File: config.mk
export PLATFORM = sky130hd
export DESIGN_NAME = rr_mux_4x1
export DESIGN_NICKNAME = d
export VERILOG_FILES = /design/src/rtl/rr_mux_pkg.sv /design/src/rtl/rr_arbiter_4.sv /design/src/rtl/rr_mux_4x1.sv
export SDC_FILE = /design/constraint.sdc
export NUM_CORES = 1
export LEC_CHECK = 0
export CAP_MARGIN = 40
export CORE_ASPECT_RATIO = 1.25
export CORE_MARGIN = 2
export CORE_UTILIZATION = 45
export CTS_CLUSTER_DIAMETER = 100
export DETAILED_ROUTE_END_ITERATION = 12
export GPL_TIMING_DRIVEN = 0
export PLACE_DENSITY = 0.86
export SYNTH_ARGS = -nofsm -noshare
export SYNTH_HDL_FRONTEND = slang
export SYNTH_SLANG_ARGS = --single-unit
File: constraint.sdc
create_clock -name clk -period 4.65 [get_ports clk]
set_clock_uncertainty 0.1 [all_clocks]
set_input_delay 0.93 -clock clk [delete_from_list [all_inputs] [get_ports clk]]
set_output_delay 0.93 -clock clk [all_outputs]
set_load 0.02 [all_outputs]
File: src/rtl/rr_mux_pkg.sv
// rr_mux_pkg: shared constants, FSM state type and pointer helper
// for the 4:1 round-robin streaming multiplexer.
package rr_mux_pkg;

    localparam int NUM_IN = 4;
    localparam int SEL_W  = 2;

    typedef enum logic {
        EMPTY = 1'b0,
        FULL  = 1'b1
    } state_t;

    // Lane after g, wrapping 3 -> 0 through 2-bit overflow.
    function automatic logic [SEL_W-1:0] next_ptr(input logic [SEL_W-1:0] g);
        return g + 2'd1;
    endfunction

endpackage

File: src/rtl/rr_arbiter_4.sv
// rr_arbiter_4: combinational 4-way round-robin arbiter.
// Ports: req[3:0], ptr (highest-priority lane), en -> gnt (one-hot), gnt_idx, gnt_vld.
module rr_arbiter_4
    import rr_mux_pkg::*;
(
    input  logic [NUM_IN-1:0] req,
    input  logic [SEL_W-1:0]  ptr,
    input  logic              en,
    output logic [NUM_IN-1:0] gnt,
    output logic [SEL_W-1:0]  gnt_idx,
    output logic              gnt_vld
);

    logic [SEL_W-1:0] idx;

    // Walk lanes ptr, ptr+1, ... (mod 4); first requester wins.
    always_comb begin
        gnt     = '0;
        gnt_idx = '0;
        gnt_vld = 1'b0;
        idx     = '0;
        for (int k = 0; k < NUM_IN; k++) begin
            idx = ptr + SEL_W'(k);
            if (en && !gnt_vld && req[idx]) begin
                gnt[idx] = 1'b1;
                gnt_idx  = idx;
                gnt_vld  = 1'b1;
            end
        end
    end

endmodule

File: src/rtl/rr_mux_4x1.sv
// rr_mux_4x1: 4:1 round-robin stream mux with a single registered output slot.
// Ports: clk, rst_n (async low), in_data/in_valid/in_ready (4 lanes),
// out_data/out_sel/out_valid/out_ready; out_parity when RR_MUX_PARITY_EN is defined.
module rr_mux_4x1 #(
    parameter int WIDTH  = 8,
    parameter int NUM_IN = 4
) (
    input  logic                          clk,
    input  logic                          rst_n,
    input  logic [NUM_IN*WIDTH-1:0]       in_data,
    input  logic [NUM_IN-1:0]             in_valid,
    output logic [NUM_IN-1:0]             in_ready,
    output logic [WIDTH-1:0]              out_data,
    output logic [rr_mux_pkg::SEL_W-1:0]  out_sel,
    output logic                          out_valid,
`ifdef RR_MUX_PARITY_EN
    output logic                          out_parity,
`endif
    input  logic                          out_ready
);
    import rr_mux_pkg::*;

    state_t           state;
    logic [SEL_W-1:0] rr_ptr;
    logic [3:0]       gnt;
    logic [SEL_W-1:0] gnt_idx;
    logic             gnt_vld;
    logic             slot_free;
    logic [WIDTH-1:0] gnt_data;

    // Slot accepts when empty, or when the held beat leaves this cycle.
    assign slot_free = (state == EMPTY) ||
                       (state == FULL && out_valid && out_ready);

    rr_arbiter_4 u_arb (
        .req     (in_valid),
        .ptr     (rr_ptr),
        .en      (slot_free & rst_n),
        .gnt     (gnt),
        .gnt_idx (gnt_idx),
        .gnt_vld (gnt_vld)
    );

    assign in_ready = gnt;
    assign gnt_data = in_data[int'(gnt_idx)*WIDTH +: WIDTH];

    always_ff @(posedge clk or negedge rst_n) begin
        if (!rst_n) begin
            state     <= EMPTY;
            rr_ptr    <= '0;
            out_valid <= 1'b0;
            out_data  <= '0;
            out_sel   <= '0;
`ifdef RR_MUX_PARITY_EN
            out_parity <= 1'b0;
`endif
        end else begin
            case (state)
                EMPTY: begin
                    if (gnt_vld) begin
                        state <= FULL;
                    end
                end
                FULL: begin
                    if (out_ready && !gnt_vld) begin
                        state <= EMPTY;
                    end
                end
                default: state <= EMPTY;
            endcase

            // gnt_vld already implies a free slot, so loading here
            // covers both the fill and the drain-and-refill cases.
            if (gnt_vld) begin
                out_data  <= gnt_data;
                out_sel   <= gnt_idx;
                out_valid <= 1'b1;
                rr_ptr    <= next_ptr(gnt_idx);
`ifdef RR_MUX_PARITY_EN
                out_parity <= ^gnt_data;
`endif
            end else if (state == FULL && out_ready) begin
                out_valid <= 1'b0;
            end
        end
    end

endmodule

* Yosys cells after proc, flatten, opt, wreduce, memory -nomap -nowiden *
Index checks and enable logic that the tools add are counted.

storage, ports and cells
  output and inout bits = 15
  register bits = 14

cells by class
  muxes and demuxes = 33
  reductions and logical operators = 21
  shifts and indexed selects = 1
  $add $sub $neg = 4
  $lt $le $gt $ge = 8
  bitwise gates (word level) = 5

operators with widths
  kind                                                               count
  indexed part select 32 x 6 -> 8 bit                                1
  two-way mux 1 bit                                                  16
  two-way mux 4 bit                                                  4
  logical AND 1 bit                                                  15
  less-than comparator 2 x 3 -> 1 bit, second input constant         4
  OR 4 bit                                                           3
  binary-select mux 1 bit (select 2 bit)                             4
  demux 1 bit (select 2 bit)                                         4
  greater-or-equal comparator 2 x 1 -> 1 bit, second input constant  4
  two-way mux 2 bit                                                  4
  adder 2 x 1 -> 2 bit, second input constant                        2
  adder 2 bit, second input constant                                 2
  zero test 1 bit                                                    4
  one-hot mux 1 bit (2 select lines)                                 1
  nonzero test 2 bit                                                 1
  AND 1 bit                                                          1
  logical OR 1 bit                                                   1
  NOT 1 bit                                                          1

* Logic depth before layout (Yosys ltp) *
  depth in word-level cells = 22
  gate-level depth with buffers = 11

* Modules after synthesis *
A second synthesis with hierarchy kept.

second synthesis, totals
  cells, all modules = 134
  area total of the unflattened synthesis = 1,350.0 µm²

by module, submodules not included
  module        area an instance (µm²)  cells an instance  times used  sequential area each (µm²)
  rr_mux_4x1    772.0                   67                 1           350.3
  rr_arbiter_4  578.1                   67                 1           0.0

* Worst setup path before layout *
Ideal clock, no wire load.

  path kind = register -> output
  from = reg rr_ptr[0]
  to = out in_ready[0]
  stages on the path, launching flop included = 11
  arrival time = 2.337 ns
  setup slack = 1.283 ns
  buffers on the path = 2
  cell sequence = dfrtp_1 > buf_2 > inv_1 > ha_1 > clkbuf_1 > mux4_2 > nor2_1 > nand2_1 > nor3_1 > a22oi_1 > o21ai_1

between the ends
  longest elaborated chain between the ends = 16
  elaborated cells between the ends (all ways) = 51
  those cells by class = add/sub (3); order compare (8); mux (23); bitwise (3); reduce/logical (14)

RTL lines
  what                                                                                          RTL line            source
  from (decl)                                                                                   rr_mux_4x1.sv:24    logic [SEL_W-1:0] rr_ptr;
  from (signal assigned)                                                                        rr_mux_4x1.sv:78    rr_ptr <= next_ptr(gnt_idx);
  parallel branches: the longest is 15 deep, another holds less-than comparator 2 x 3 -> 1 bit  n/a
  two-way mux 4 bit *                                                                           rr_arbiter_4.sv:24  if (en && !gnt_vld && req[idx]) begin
  to (decl)                                                                                     rr_mux_4x1.sv:12    output logic [NUM_IN-1:0] in_ready,

Every way passes the cells marked *. The select of a mux whose other input is x is not followed.

* Worst setup path after layout *
  from = in in_valid[2]
  to = out in_ready[0]

between the ends
  longest elaborated chain between the ends = 16
  elaborated cells between the ends (all ways) = 28
  those cells by class = mux (15); bitwise (3); reduce/logical (10)

RTL lines
  what                                     RTL line            source
  from (decl)                              rr_mux_4x1.sv:11    input logic [NUM_IN-1:0] in_valid,
  binary-select mux 1 bit (select 2 bit)   rr_arbiter_4.sv:24
  two-way mux 1 bit (implied by the code)  rr_arbiter_4.sv:24
  logical AND 1 bit                        rr_arbiter_4.sv:24
  two-way mux 1 bit                        rr_arbiter_4.sv:24
  zero test 1 bit                          rr_arbiter_4.sv:24
  logical AND 1 bit (2 in a row)           rr_arbiter_4.sv:24
  two-way mux 1 bit                        rr_arbiter_4.sv:24
  zero test 1 bit                          rr_arbiter_4.sv:24
  logical AND 1 bit (2 in a row)           rr_arbiter_4.sv:24
  two-way mux 1 bit                        rr_arbiter_4.sv:24
  zero test 1 bit                          rr_arbiter_4.sv:24
  logical AND 1 bit (2 in a row)           rr_arbiter_4.sv:24
  two-way mux 4 bit *                      rr_arbiter_4.sv:24

Mark *: on every way between the ends. The rest lies on a longest branch, timed or not. The select of a mux whose other input is x is not followed.

==> impl_metrics.tcl <==
set metrics [dict create \
    globalRoute.totalOverflow 0 \
    critical_path_buf_inv_count 2 \
    peak_vdd_ir_v 0.0003545 \
    seq_cell_area_um2 350.3 \
    hold_buffers 0 \
    mostFrequentLayoutCells "clkdlybuf4s50_1 (52), nand2_1 (16), a211oi_1 (16), dfrtp_1 (14), a21boi_1 (10)" \
    die_x_um 50.21 \
    detail_route.vias_per_cell 6.085 \
    grt.total_usage_pct 26.40 \
    crit_path_start_kind "primary input" \
    criticalPathCategory "primary input to primary output" \
    static-leakage-power_nw 0.6953 \
    power.density_nw_per_um2 596.3 \
    detail_route.wirelength_mm 3.713 \
    first_global_vias 1343 \
    die_height_um 61.77 \
    cp.required_ns 3.62 \
    fin_crit_ns 4.359 \
    post-dp-hpwl_mm 2.853 \
    synthFlopType "dfrtp_1" \
    warnings_synthesis 0 \
    synth_edf_count 0 \
    cell_with_the_largest_stage_delay_on_the_worst_path "clkdlybuf4s50_1" \
    setup_total_negative_slack_ns 0 \
    fp-row-count 20 \
    areaGrowthSynthToFinish_pct 49.58 \
    place.detailed.instances 222 \
    cts_tree "built" \
    fill_cells 188 \
    path_delay_family "buffers and inverters" \
    timing.max_slew.rel_slack_pct 65.76 \
    dp_slack_ns -0.1695 \
    drc 0 \
    mappedNetlistNets 179 \
    detailedRoute.firstIterationViolations 62 \
    wire_length_of_the_first_global_routing_pass_mm 6.210 \
    finalSetupViolations 0 \
    num_io_pins 54 \
    finalMaxSlewViolations 0 \
    grt_max_degree 16 \
    via_count 1363 \
    unrepaired_setup_endpoints_after_global_routing "no" \
    upper_clock_frequency_limit_mhz 229.4 \
    timing.critical_path.mode_cell "clkdlybuf4s50_1" \
    finalCritPeriodShare_pct 93.74 \
    initial_standard_cell_utilization_of_the_core_pct 48.48 \
    async_flop_share_pct 100.0 \
    clk_transition_reported_paths_ns 0.09 \
    drv.max_cap_violation_count 0 \
    timing.critical_path.from "in_valid[2]" \
    clockBufferDepth 2 \
    fp.coreArea_um2 2477 \
    layout.core_utilization_pct 72.53 \
    layout_setup_ws_ns 0.2910 \
    postSynthAreaPerCell_um2 8.832 \
    cts-htree-levels 1 \
    finish.cell_count_without_fillers 224 \
    finalWeightedCongestion 0.8450 \
    worstSkewPairLatency_ns 0.30 \
    layout-drive-gt1-share_pct 9.948 \
    detail-route-antenna-nets 0 \
    cts-buffers-inserted 3 \
    worst_hold_startpoint "out_sel[1]" \
    reg2reg_from "rr_ptr[0]" \
    layout.nets 236 \
    worst_setup_path_end_kind "primary output" \
    ys_seq_elements 14 \
    report.final.hold_viol_count 0 \
    design.die.area_um2 3101 \
    detailedRoute.firstPassIterationCount 4 \
    post_synth_num_cell_types 29 \
    multi_input_gate_area_in_the_final_layout_um2 785.8 \
    cts.root.buffer_cell "clkbuf_4" \
    outcome "finished clean" \
    initial_antenna_violation_count 0 \
    critical_path_max_stage_delay_ns 0.62 \
    ys_seq_area_share_pct 29.17 \
    critPathArrivalTime_ns 3.33 \
    worstPathMaxFanout 6 \
    port_buffers 53 \
    cts_sinks 14 \
    worst_slew_pin_slew_ns 0.5136 \
    timing.critical_path.cells "clkdlybuf4s50_1, mux4_2, nor2_1, nand2_1, nor3_2, a22oi_1, o21ai_1, clkdlybuf4s50_1" \
    worstHoldPathType "register to register" \
    mostFrequentLayoutCell "clkdlybuf4s50_1" \
    synth_cells 136 \
    drt-wirelength-per-cell_um 16.58 \
    netlist_area_um2 1201 \
    antenna_cells_inserted 0 \
]
[cell usage after synthesis (2+ instances only)]
master | count | share of area (%)
a211o_1 | 2 | 1.5
a211oi_1 | 16 | 10
a21boi_0 | 7 | 4.4
a21boi_1 | 10 | 6.2
a21o_1 | 2 | 1.2
a21oi_1 | 4 | 1.7
a22oi_1 | 8 | 5.0
and2_1 | 2 | 1.0
buf_2 | 6 | 2.5
clkbuf_1 | 5 | 1.6
dfrtp_1 | 14 | 29
ha_1 | 4 | 4.2
inv_1 | 5 | 1.6
mux4_2 | 4 | 7.5
nand2_1 | 16 | 5.0
nand2b_1 | 3 | 1.6
nor2_1 | 4 | 1.2
nor3_1 | 2 | 0.83
o21ai_0 | 2 | 0.83
o21ai_1 | 4 | 1.7
o31ai_1 | 8 | 5.0
[flip-flops by register name, indices dropped and copies added (netlist names)]
name       flops
out_data       8
out_sel        2
out_valid      1
rr_ptr         2
state          1
[layer usage]
layer / track usage, % / vias to the layer above / wire, um
li1: - / 635 / -
met1: 32.67 / 667 / 1513
met2: 46.43 / 52 / 1956
met3: 1.914 / 9 / 150
met4: 14.68 / 0 / 93
met5: 0 / - / 0
[worst reg2reg max path: cells and delay by family (launching register included)]
family / cells / cell delay, ns
AOI/OAI and AO/OA: 3 / 0.68
adders and majority gates: 1 / 0.46
buffers and inverters: 3 / 0.56
DFF: 1 / 0.40
muxes: 1 / 0.36
and+or+nand+nor: 2 / 0.59
[worst paths after layout]
path | cells past startpoint | end | slack [ns]
worst max register to register | 10 | out_data[6] | 1.38
worst min register to register | 2 | out_sel[1] | 0.38
worst max-delay path | 8 | in_ready[0] | 0.29
min in group asynchronous | 1 | out_valid | 0.42
worst min-delay path | 2 | out_sel[1] | 0.38
max in group asynchronous | 1 | out_data[4] | 3.77
[kinds of logic after synthesis]
| logic type | share of synthesized area, % |
|---|---|
| buffers and inverters | 6.251 |
| DFF | 29.17 |
| and+or+nand+nor | 11.56 |
| adders and majority gates | 4.167 |
| muxes | 7.500 |
| AOI/OAI and AO/OA | 41.35 |
[where the power goes]
group / switching (mW) / leakage (nW) / internal, mW / total, mW
registers: 0.0355 / 0.168 / 0.183 / 0.218
logic: 0.438 / 0.514 / 0.341 / 0.778
clock network: 0.0445 / 0.0138 / 0.0302 / 0.0747
[area by class of cell]
type,instances,share of cell area (%)
Multi-Input combinational cell,105,43.73
Sequential cell,14,19.50
Buffer,11,2.925
Timing Repair Buffer,53,29.25
Tap cell,33,2.298
Inverter,5,1.045
Clock buffer,3,1.253
[stage by stage]
stage,hold slack [ns],power (mW),area [um^2]
finish,0.3807,1.071,1797
global route,0.3983,1.149,1797
CTS,0.3841,1.062,1794
detailed placement,0.3674,0.9884,1773
global placement,0.3611,0.9617,1773
floorplan,0.3981,0.7278,1201
[timing repair]
| action | 4_1_cts | 5_1_grt |
|---|---|---|
| endpoints found under the setup margin | 4 | 4 |
| buffers inserted | 0 | 0 |
| gates resized for setup | 1 | 4 |
| pin swaps | 0 | 0 |
No activity file was read; power rests on OpenSTA's default activity.
